--- src/rtl/axis_packet_fifo.sv ---
// ---------------------------------------------------------------------------
// axis_packet_fifo
//
// AXI-Stream FIFO carrying {tlast, tkeep, tdata} through a circular buffer.
// PACKET_MODE=0 forwards word by word (cut-through); PACKET_MODE=1 holds
// words back until a complete frame (tlast) is stored, with a full-buffer
// override so frames longer than DEPTH still drain. Reports fill level,
// stored-frame count and programmable almost-full / almost-empty flags.
//
// Ports:
//   aclk, areset          clock, synchronous active-high reset
//   s_axis_t*             slave (input) stream: tdata, tkeep, tlast, tvalid, tready
//   m_axis_t*             master (output) stream, first-word fall-through
//   level                 number of stored words (0..DEPTH)
//   pkt_count             number of stored words carrying tlast
//   almost_full           level >= ALMOST_FULL_THRESH
//   almost_empty          level <= ALMOST_EMPTY_THRESH
// ---------------------------------------------------------------------------
module axis_packet_fifo #(
    parameter int unsigned DATA_WIDTH          = 32,
    parameter int unsigned DEPTH               = 16,
    parameter int unsigned PACKET_MODE         = 0,
    parameter int unsigned ALMOST_FULL_THRESH  = DEPTH - 2,
    parameter int unsigned ALMOST_EMPTY_THRESH = 2
) (
    input  logic                      aclk,
    input  logic                      areset,
    input  logic [DATA_WIDTH-1:0]     s_axis_tdata,
    input  logic [DATA_WIDTH/8-1:0]   s_axis_tkeep,
    input  logic                      s_axis_tlast,
    input  logic                      s_axis_tvalid,
    output logic                      s_axis_tready,
    output logic [DATA_WIDTH-1:0]     m_axis_tdata,
    output logic [DATA_WIDTH/8-1:0]   m_axis_tkeep,
    output logic                      m_axis_tlast,
    output logic                      m_axis_tvalid,
    input  logic                      m_axis_tready,
    output logic [$clog2(DEPTH):0]    level,
    output logic [$clog2(DEPTH):0]    pkt_count,
    output logic                      almost_full,
    output logic                      almost_empty
);

    localparam int unsigned AW = $clog2(DEPTH);
    localparam int unsigned PW = AW + 1;
    localparam int unsigned KW = DATA_WIDTH / 8;
    localparam int unsigned EW = 1 + KW + DATA_WIDTH;

    logic [EW-1:0] r_mem [DEPTH];

    logic [AW:0]   r_wr_ptr;
    logic [AW:0]   r_rd_ptr;
    logic [AW:0]   r_level;
    logic [AW:0]   r_pkt_count;

    logic [AW:0]   w_level_next;
    logic [AW:0]   w_pkt_next;
    logic          w_full;
    logic          w_empty;
    logic          w_wr;
    logic          w_rd;
    logic          w_wr_last;
    logic          w_rd_last;
    logic          w_valid;
    logic [EW-1:0] w_rd_entry;

    assign w_full  = (r_level == PW'(DEPTH));
    assign w_empty = (r_level == '0);

    // Ready depends only on registered level, never on tvalid/tready.
    assign s_axis_tready = !areset && !w_full;

    // Full-without-tlast override keeps an oversize frame from deadlocking.
    always_comb begin
        w_valid = !w_empty;
        if (PACKET_MODE != 0) begin
            w_valid = (r_pkt_count != '0) || w_full;
        end
    end
    assign m_axis_tvalid = w_valid;

    assign w_rd_entry = r_mem[r_rd_ptr[AW-1:0]];
    assign {m_axis_tlast, m_axis_tkeep, m_axis_tdata} = w_rd_entry;

    assign w_wr      = s_axis_tvalid && s_axis_tready;
    assign w_rd      = w_valid && m_axis_tready;
    assign w_wr_last = w_wr && s_axis_tlast;
    assign w_rd_last = w_rd && m_axis_tlast;

    always_comb begin
        w_level_next = r_level;
        unique case ({w_wr, w_rd})
            2'b10:   w_level_next = r_level + PW'(1);
            2'b01:   w_level_next = r_level - PW'(1);
            default: w_level_next = r_level;
        endcase
    end

    always_comb begin
        w_pkt_next = r_pkt_count;
        unique case ({w_wr_last, w_rd_last})
            2'b10:   w_pkt_next = r_pkt_count + PW'(1);
            2'b01:   w_pkt_next = r_pkt_count - PW'(1);
            default: w_pkt_next = r_pkt_count;
        endcase
    end

    // Storage is deliberately not reset.
    always_ff @(posedge aclk) begin
        if (w_wr) begin
            r_mem[r_wr_ptr[AW-1:0]] <= {s_axis_tlast, s_axis_tkeep, s_axis_tdata};
        end
    end

    always_ff @(posedge aclk) begin
        if (areset) begin
            r_wr_ptr    <= '0;
            r_rd_ptr    <= '0;
            r_level     <= '0;
            r_pkt_count <= '0;
        end else begin
            if (w_wr) begin
                r_wr_ptr <= r_wr_ptr + PW'(1);
            end
            if (w_rd) begin
                r_rd_ptr <= r_rd_ptr + PW'(1);
            end
            r_level     <= w_level_next;
            r_pkt_count <= w_pkt_next;
        end
    end

    assign level        = r_level;
    assign pkt_count    = r_pkt_count;
    assign almost_full  = (r_level >= PW'(ALMOST_FULL_THRESH));
    assign almost_empty = (r_level <= PW'(ALMOST_EMPTY_THRESH));

endmodule

--- config.mk ---
export PLATFORM = sky130hd
export DESIGN_NAME = axis_packet_fifo
export DESIGN_NICKNAME = d
export VERILOG_FILES = /design/src/rtl/axis_packet_fifo.sv
export SDC_FILE = /design/constraint.sdc
export NUM_CORES = 1
export LEC_CHECK = 0
export ABC_AREA = 0
export BUFFER_PORTS_ARGS = -buffer_cell sky130_fd_sc_hd__clkbuf_2
export CAP_MARGIN = 0
export CORE_MARGIN = 5
export CORE_UTILIZATION = 50
export CTS_CLUSTER_SIZE = 16
export DETAILED_ROUTE_END_ITERATION = 7
export PLACE_DENSITY = 0.7
export SYNTH_ARGS = -nofsm -noshare
export SYNTH_HDL_FRONTEND = slang
export SYNTH_SLANG_ARGS = --single-unit
--- constraint.sdc ---
create_clock -name aclk -period 11.1 [get_ports aclk]
set_input_delay 1.11 -clock aclk [delete_from_list [all_inputs] [get_ports aclk]]
set_output_delay 1.11 -clock aclk [all_outputs]
set_load 0.1 [all_outputs]
======== Word level (Yosys, flattened, before mapping) ========
Memories as Yosys holds them, arrays and structs flattened. A register that Yosys moved wholly into a read port is not among the register bits.
Index checks and enable logic that the tools add are counted.
operators by class
  add/subtract/negate cells ............... 6
  $lt $le $gt $ge ......................... 2
  equality and inequality tests ........... 5
  multiplexer cells ....................... 6
  reduce and logical (&&, ||, !) cells .... 11
operators with widths
  operator                                                           number
  adder 5 x 1 -> 5 bit, second input constant                        4
  one-hot mux 5 bit (2 select lines)                                 2
  subtractor 5 x 1 -> 5 bit, second input constant                   2
  2-to-1 mux 4 bit                                                   2
  equality test 5 bit, second input constant                         1
  greater-or-equal comparator 5 x 4 -> 1 bit, second input constant  1
  <= comparator 5 x 2 -> 1 bit, second input constant                1
  logical AND 1 bit                                                  5
  logical NOT 5 bit                                                  1
  equality test 2 x 1 -> 1 bit, second input constant                2
  equality test 2 bit, second input constant                         2
  nonzero test 2 bit                                                 2
  logical NOT 1 bit                                                  3
  2-to-1 mux 1 bit                                                   2
storage, ports and cells
  register bits after elaboration ......... 20
  memory bits (writable) .................. 592
  input port bits ......................... 41
  output and inout port bits .............. 51
  memories ................................ 1
memories
  memory  depth  bits a word  rd ports  clocked after Yosys merged registers in  wr ports  line  RTL
  r_mem   16     37           1         1                                        1         49    logic [EW-1:0] r_mem [DEPTH];

======== Logic depth before layout (Yosys ltp) ========
Gate-level depths: netlist of run 1.
  word-level depth ........................ 7
  depth in mapped cells ................... 11

======== Least setup slack after synthesis of run 1 ========
No wires, ideal clock.
  kind .................................... register to register
  start point ............................. register r_level[1], in the netlist level[1]
  end point ............................... memory r_mem[3][0] in the netlist's numbering (enable)
  arrival time ............................ 4491 ps
  slack ................................... 6132 ps
  cell stages (with the launch flop) ...... 6
  buffers on the path ..................... 1
  cell sequence ........................... dfxtp_1 > clkbuf_2 > nor4_2 > a211oi_2 > nand2_1 > nor3_1
on the way
  word-level cells in the longest chain between the ends .. 6
RTL lines
  what                                    line  RTL
  start, declared                         53    logic [AW:0] r_level;
  start signal, assigned                  128   r_level <= w_level_next;
  equality test 5 bit                     67    assign w_full = (r_level == PW'(DEPTH));
  logical NOT 1 bit                       71    assign s_axis_tready = !areset && !w_full;
  logical AND 1 bit                       71
  logical AND 1 bit                       85    assign w_wr = s_axis_tvalid && s_axis_tready;
  2-to-1 mux 1 bit                        110   if (w_wr) begin
  2-to-1 mux 1 bit (not written as such)  111   r_mem[r_wr_ptr[AW-1:0]] <= {s_axis_tlast, s_axis_tkeep, s_axis_tdata};
  end, declared                           49
No other way between the ends.

==> results_dict.tcl, run 1 <==
set metrics [dict create \
    drcViolationCount 0 \
    setup_violations 0 \
    async_reset_ff_share_pct 0 \
    antenna_found_initial 2 \
    setup_ws_ns 5.68 \
    rows 79 \
    final_cell_area_um2 26500 \
    gp_congestion 0.708 \
    fmax_ghz 0.185 \
    ios 92 \
    num_vias 11100 \
    yosys-top-cells-area "edfxtp_1 (76%), mux4_2 (14%), a22oi_1 (2.3%)" \
    yosysTopAreaCellShare_pct 75.8 \
    synth_edf_count 592 \
    cp_num_buf_inv 3 \
    cp.arrival_ns 4.31 \
    post_cts_buffers 0 \
    layout_worst_path_cycle_share_pct 48.8 \
    end_kind "output pin" \
    drt_pass1_iterations 5 \
    grt_max_degree 61 \
    vias_per_cell 6.04 \
    outcome "finished clean" \
    regArea_um2 18200 \
    placed_cell_area_um2 24700 \
    tightestPinTransition_ns 0.929 \
    synth_cell_types 38 \
    drive_above_1_share_pct 30.1 \
    criticalPathCategory "flop to output pin" \
    slowest_stage "dfxtp_4" \
    worst_ir_drop_vdd_mv 0.272 \
    cts_tree "built" \
    syn-mean-instance-area_um2 21.9 \
    worst_setup_path_start_kind "flop" \
    worstPathRequired_ns 9.99 \
    ant_nets 0 \
    final_nets 1247 \
    coreArea_um2 46500 \
    die_y_um 227 \
    fin_skew_ns 0.0197 \
    power_density_nw_per_um2 213 \
    portBuffers 91 \
    track_usage_pct 19.5 \
    slew_headroom_pct 38.0 \
    grt_pass1_vias 11300 \
    path_clk_slew_ns 0.06 \
    cts_buffers 59 \
    synth_nets 1126 \
    maxCapViolations 0 \
    yosys.area.top_type "edfxtp_1" \
    cts-root-buf "clkbuf_16" \
    wl_per_cell_um 26.8 \
    p_leak_nw 8.42 \
    multi_input_area_um2 5010 \
    cts_resized 0 \
    cts.path.max_buffers 3 \
    cts_hold_buffers 0 \
    cp_max_fo 40 \
    post-dp-hpwl_mm 25.5 \
    clock-sinks 614 \
    rsz0062_at_grt "no" \
    n_fill_cell 3361 \
    place_inst 1737 \
    area_growth_pct 13.2 \
    gr-total-overflow 0 \
    die_x_um 227 \
    dieArea_um2 51300 \
    crit_path_max_incr_delay_ns 0.82 \
    slew_violations 0 \
    synth_warnings 0 \
    grt_pass1_wl_mm 73.5 \
    hold_path_class "flop to flop" \
    routed_wl_mm 49.4 \
    htree_num_levels 2 \
    synth_seq_cells 614 \
    synth_cells 1070 \
    drt_iter0_drc 1025 \
    fin_cells 1843 \
    hold_viol 0 \
    yosysSeqAreaShare_pct 77.7 \
    post-place-ws_ns 6.16 \
    worstPathCellList "buf_4, buf_4, mux4_2, a22oi_1, nand2_1, clkbuf_2" \
    fin_crit_ns 5.42 \
    synth-main-ff-cell "edfxtp_1" \
    cpLargestDelayFamily "buffers and inverters" \
    netlist_area_um2 23400 \
    crit_top_cell "buf_4" \
    insertion_delay_ns 0.62 \
    start_util_pct 50.5 \
    fin_tns_setup_ns 0 \
]
## logic make-up after synthesis
kind of cell	Yosys count	synth area share, %
compound gates	100	3.13
xor+xnor	9	0.336
fa+ha+maj	15	0.864
simple gates	109	2.03
buf+inv	70	1.52
flops	614	77.7
mux	153	14.4
## registers in the layout, summed over array words and instances (netlist names), named ones only
| signal | flops |
|---|---|
| level | 5 |
| pkt_count | 5 |
| r_mem | 592 |
| r_wr_ptr | 4 |
| r_rd_ptr | 4 |
## where the power goes
part	leakage, nW	switching (W)	total [W]	internal [W]
logic	2.01	0.000767	0.00109	0.000321
registers	5.51	0.0000643	0.00265	0.00259
clock network	0.901	0.000821	0.00192	0.00110
## final cells by class
type / instances / area share (%)
tap: 607 / 2.86
sequential: 614 / 68.7
antenna: 1 / 0.00943
clock buffer: 70 / 5.80
clock inverter: 35 / 1.13
timing repair buffer: 120 / 2.54
inverter: 10 / 0.141
multi-input combinational: 386 / 18.9
## synthesized netlist by cell type, types with 3 or more instances
cell / n
mux2i_1: 4
edfxtp_1: 592
nor2b_1: 5
xor2_1: 5
buf_6: 7
a211oi_1: 4
inv_1: 10
a21oi_1: 14
nand2b_1: 3
a22oi_1: 72
clkbuf_1: 24
buf_2: 10
nor2_1: 36
buf_4: 7
nor3_1: 4
buf_1: 11
mux4_2: 148
nand3_1: 6
nand2_1: 46
ha_1: 13
or4_1: 4
xnor2_1: 4
dfxtp_1: 22
## worst reg2reg max path: cells and delay by family (launching register included)
| family | cells | cell delay [ns] |
|---|---|---|
| AO/OA/AOI/OAI | 4 | 1.00 |
| adder cells (fa/ha/maj) | 2 | 0.72 |
| buffers and inverters | 1 | 0.70 |
| flip-flops | 1 | 0.94 |
| multiplexers | 1 | 0.21 |
| AND/OR/NAND/NOR | 1 | 0.46 |
## layer usage
layer / up-vias / global-route usage, % / part of all wire [%]
met5: - / 0 / 0.014
met4: 2 / 4.08 / 1.5
met3: 70 / 3.51 / 6.9
met1: 5915 / 28.1 / 41
met2: 427 / 32.1 / 50
li1: 4723 / - / -
## path summary, 6_finish.rpt
kind / from / endpoint / slack, ns / depth (start not counted)
min reg2reg: pkt_count[4] / pkt_count[4] / 0.49 / 2
max reg2reg: flop / pkt_count[4] / 7.00 / 9
min: pkt_count[4] / pkt_count[4] / 0.49 / 2
max: flop / m_axis_tdata[17] / 5.68 / 6
## layout by cell type (no fill, tap or decap), types with 5 or more instances in the layout
| cell type | n |
|---|---|
| edfxtp_1 | 592 |
| mux4_2 | 148 |
| clkbuf_2 | 91 |
| a22oi_1 | 72 |
| clkbuf_16 | 60 |
| nand2_1 | 46 |
| buf_4 | 29 |
| nor2_1 | 23 |
| dfxtp_1 | 20 |
| clkinv_1 | 18 |
| a21oi_1 | 14 |
| nor2_4 | 13 |
| ha_1 | 13 |
| inv_1 | 10 |
| clkbuf_1 | 10 |
| clkinv_2 | 8 |
| nand3_1 | 6 |
| xor2_1 | 5 |
| bufinv_16 | 5 |
## per-stage QoR
stage,total power (W),hold WS (ns),utilization (%)
after floorplan,0.00360,0.468,-
after global placement,0.00379,0.471,53.2
after detailed placement,0.00381,0.477,53.2
after CTS,0.00572,0.487,57.1
after global routing,0.00588,0.543,57.1
final,0.00566,0.490,57.1
Note: power is estimated with default switching activity, not from simulation.
==> run 2, diff against run 1 <==
Clock period 11.1 ns to 5.1 ns, I/O delays scaled along.
==> results_dict.tcl, run 2 (synthesis gave the netlist of run 1 again) <==
set metrics [dict create \
    drt_pass1_iterations 5 \
    grt_pass1_vias 11600 \
    grt_max_degree 99 \
    antenna_found_initial 1 \
    rsz0062_at_grt "no" \
    p_total_w 0.0123 \
    num_vias 11100 \
    post-place-ws_ns 1.71 \
    area_growth_pct 13.8 \
    post-dp-hpwl_mm 27.1 \
    layout_common_cells "edfxtp_1 (592), mux4_2 (148), clkbuf_2 (91)" \
    end_kind "output pin" \
    setup_violations 0 \
    routed_wl_mm 49.2 \
    hold_viol 0 \
    slew_violations 0 \
    maxCapViolations 0 \
    die_x_um 227 \
    cts_resized 0 \
    die_y_um 227 \
    worst_hold_slack_ns 0.223 \
    final_common_cell "edfxtp_1" \
    clock-sinks 614 \
    wl_per_cell_um 26.6 \
    outcome "finished clean" \
    ios 92 \
    drt_iter0_drc 1185 \
    grt_pass1_wl_mm 73.7 \
    path_clk_slew_ns 0.06 \
    hold_start "m_axis_tready" \
    layout_worst_path_cycle_share_pct 76.0 \
    dieArea_um2 51300 \
    worstPathRequired_ns 4.59 \
    worst_setup_path_start_kind "flop" \
    regToRegEndpoint "pkt_count[4]" \
    antennaDiodeCount 0 \
    fin_crit_ns 3.87 \
    reg2reg_slack_ns 1.70 \
    cts-root-buf "clkbuf_16" \
    p_leak_nw 8.48 \
    track_usage_pct 19.5 \
    coreArea_um2 46500 \
    start_util_pct 50.5 \
    slowest_stage "dfxtp_4" \
    worstPathCellList "buf_12, mux4_2, a22oi_1, nand2_1, clkbuf_2" \
    ant_nets 0 \
    portBuffers 91 \
    hold_path_class "input pin to flop" \
    tightestPinTransition_ns 1.23 \
    fin_tns_setup_ns 0 \
    post_cts_buffers 0 \
    criticalPathCategory "flop to output pin" \
    cts.path.max_buffers 3 \
    htree_num_levels 2 \
    slew_headroom_pct 18.1 \
    reg2regPathDepth 10 \
    insertion_delay_ns 0.62 \
    largest_register_ffs 592 \
    drive_above_1_share_pct 30.6 \
    worst_ir_drop_vdd_mv 0.566 \
    final_nets 1255 \
    rows 79 \
    gr-total-overflow 0 \
    gp_congestion 0.733 \
    cts_hold_buffers 0 \
    cts_tree "built" \
    setup_ws_ns 1.23 \
    fin_skew_ns 0.0158 \
    cts_buffers 59 \
    power_density_nw_per_um2 462 \
    crit_path_max_incr_delay_ns 0.88 \
    cp.arrival_ns 3.36 \
    fmax_ghz 0.258 \
    drcViolationCount 0 \
    postLayoutCoreUtil_pct 57.4 \
    hold_depth 3 \
    vias_per_cell 5.99 \
    cp_max_fo 98 \
]
-- run 2: cell count changes in the layout (fill, tap and decap cells not counted), moves of 2 or more --
cell / change
buf_12: +6
clkinv_1: +3
buf_4: +2
inv_6: -2
-- run 2: critical path: cells and delay by family (launching register included) --
kind,cells,cell delay (ns)
buf+inv,2,0.93
simple gates,1,0.13
compound gates,1,0.26
flops,1,0.88
mux,1,0.41
-- run 2: power by group --
| part | total, W | leakage, nW | internal [W] | switching (W) |
|---|---|---|---|---|
| registers | 0.00577 | 5.51 | 0.00563 | 0.000133 |
| clock network | 0.00415 | 0.901 | 0.00237 | 0.00179 |
| logic | 0.00241 | 2.07 | 0.000719 | 0.00169 |
-- run 2: through the flow --
step,cells,cell area [um^2]
floorplan,1070,23400
global placement,1745,24800
detailed placement,1745,24800
CTS,1853,26700
global route,1853,26700
finish,1853,26700
-- run 2: layer usage --
metal	track usage, %	vias up	share of wire [%]
li1	-	4761	-
met1	28.4	5874	42
met2	31.2	403	49
met3	4.31	59	7.3
met4	3.86	2	1.7
met5	0	-	0.014
-- run 2: how the worst max path moves through the flow --
stage | start | end | slack, ns | cells after the start
after floorplan | level[1] | r_mem[3][0] | 0.13 | 5
after global placement | flop | pkt_count[4] | 1.77 | 10
after detailed placement | flop | pkt_count[4] | 1.71 | 10
after CTS | flop | m_axis_tdata[22] | 1.18 | 5
after global routing | flop | m_axis_tdata[22] | 1.09 | 5
final | flop | m_axis_tdata[25] | 1.23 | 5
-- run 2: final cells by class --
class / instances / area (um^2)
repair buffers: 128 / 808
fillers: 3401 / 19800
flip-flops and latches: 614 / 18200
multi-input cells: 386 / 5010
clock buffers: 68 / 1510
well taps: 607 / 759
clock inverters: 40 / 334
inverters: 10 / 37.5
==> run 3, diff against run 2 <==
Clock period 5.1 ns to 3.9 ns, I/O delays scaled along.
==> results_dict.tcl, run 3 (synthesis gave the netlist of run 1 again) <==
set metrics [dict create \
    outcome "finished clean" \
    drcViolationCount 0 \
    p_leak_nw 8.45 \
    num_vias 11100 \
    gp_congestion 0.748 \
    ant_nets 0 \
    clock-sinks 614 \
    tightestPinTransition_ns 0.898 \
    ios 92 \
    n_fill_cell 3340 \
    fin_tns_setup_ns 0 \
    hold_viol 0 \
    worst_hold_slack_ns 0.183 \
    rows 79 \
    slew_violations 0 \
    hold_path_class "input pin to flop" \
    grt_pass1_vias 11600 \
    fmax_ghz 0.294 \
    reg2reg_slack_ns 0.57 \
    antenna_found_initial 3 \
    cts_resized 0 \
    fin_skew_ns 0.0225 \
    drive_above_1_share_pct 30.8 \
    path_clk_slew_ns 0.06 \
    routed_wl_mm 48.1 \
    maxCapViolations 0 \
    crit_path_max_incr_delay_ns 0.73 \
    rsz0062_at_grt "no" \
    cpLargestDelayFamily "simple AND/OR/NAND/NOR gates" \
    hold_depth 3 \
    die_y_um 227 \
    worstPathCellList "nor2b_4, buf_12, a22oi_1, nand2_1, clkbuf_2" \
    wl_per_cell_um 26.0 \
    grt_max_degree 72 \
    layout_common_cells "edfxtp_1 (592), mux4_2 (148), clkbuf_2 (91)" \
    largest_register_ffs 592 \
    cts.path.max_buffers 3 \
    final_common_cell "edfxtp_1" \
    criticalPathCategory "flop to output pin" \
    reg2regPathDepth 10 \
    htree_num_levels 2 \
    end_kind "output pin" \
    cp_max_fo 20 \
    vias_per_cell 5.98 \
    coreArea_um2 46500 \
    cts_buffers 58 \
    regToRegEndpoint "pkt_count[4]" \
    post_cts_buffers 0 \
    post-dp-hpwl_mm 25.5 \
    gr-total-overflow 0 \
    postLayoutCoreUtil_pct 57.6 \
    setup_violations 0 \
    dieArea_um2 51300 \
    start_util_pct 50.5 \
    setup_ws_ns 0.504 \
    power_density_nw_per_um2 601 \
    worst_setup_path_start_kind "flop" \
    drt_iter0_drc 1022 \
    post-place-ws_ns 0.535 \
    worstPathRequired_ns 3.51 \
    cp_num_buf_inv 2 \
    slowest_stage "nor2b_4" \
    hold_start "m_axis_tready" \
    worst_ir_drop_vdd_mv 0.710 \
    insertion_delay_ns 0.60 \
    portBuffers 91 \
    cp.arrival_ns 3.01 \
    final_nets 1253 \
    cts_tree "built" \
    slew_headroom_pct 40.0 \
    cts_hold_buffers 0 \
    die_x_um 227 \
    layout_worst_path_cycle_share_pct 87.1 \
    fin_crit_ns 3.40 \
    grt_pass1_wl_mm 72.0 \
    cts-root-buf "clkbuf_16" \
    area_growth_pct 14.0 \
    drt_pass1_iterations 5 \
    track_usage_pct 18.9 \
]
run 3: cell count changes in the layout (fill, tap and decap cells not counted), moves of 2 or more:
cell        before  now
clkinv_8         2    0
clkinv_1        21   15
nor3_4           0    4
buf_4           31   26
nor3_2           4    0
clkbuf_1         9   12
buf_12           6   10
clkinvlp_4       1    5
clkbuf_8         0    3
run 3: power breakdown:
group	leakage (nW)	switching (W)	internal [W]
sequential	5.51	0.000147	0.00737
clock	0.883	0.00229	0.00308
combinational	2.05	0.00223	0.000941
run 3: layer usage:
layer	wire length, um	vias to the layer above	part of all wire (%)	GRT usage [%]
met2	24500	360	51	31.7
met3	3120	68	6.5	3.74
met1	19700	5892	41	26.4
met4	862	4	1.8	3.98
met5	18	-	0.037	0
li1	-	4753	-	-
run 3: cell type report:
type	instances	area (um^2)	share of cell area, %
sequential	614	18200	68.2
multi-input combinational	386	5030	18.8
clock buffer	74	1560	5.84
timing repair buffer	127	851	3.18
tap	607	759	2.84
clock inverter	34	268	1.00
inverter	10	37.5	0.140
antenna	1	2.50	0.00936
run 3: worst max path at each step:
| stage | cells past startpoint | start | endpoint |
|---|---|---|---|
| after global placement | 10 | flop | pkt_count[4] |
| after detailed placement | 10 | flop | pkt_count[4] |
| after global routing | 10 | flop | pkt_count[4] |
| after CTS | 5 | flop | m_axis_tdata[5] |
| after floorplan | 5 | level[1] | r_mem[7][0] |
| final | 5 | flop | m_axis_tdata[5] |
run 3: worst min-delay path: cells and delay by family:
family	cells	cell delay (ns)
buffers and inverters	1	0.12
AND/OR/NAND/NOR	1	0.09
AO/OA/AOI/OAI	1	0.10
run 3: metrics by stage:
stage	cells	cell area [um^2]	total power, W
floorplan	1070	23500	0.0103
global placement	1744	24900	0.0108
detailed placement	1744	24900	0.0109
CTS	1852	26700	0.0162
global route	1852	26700	0.0167
finish	1853	26700	0.0161
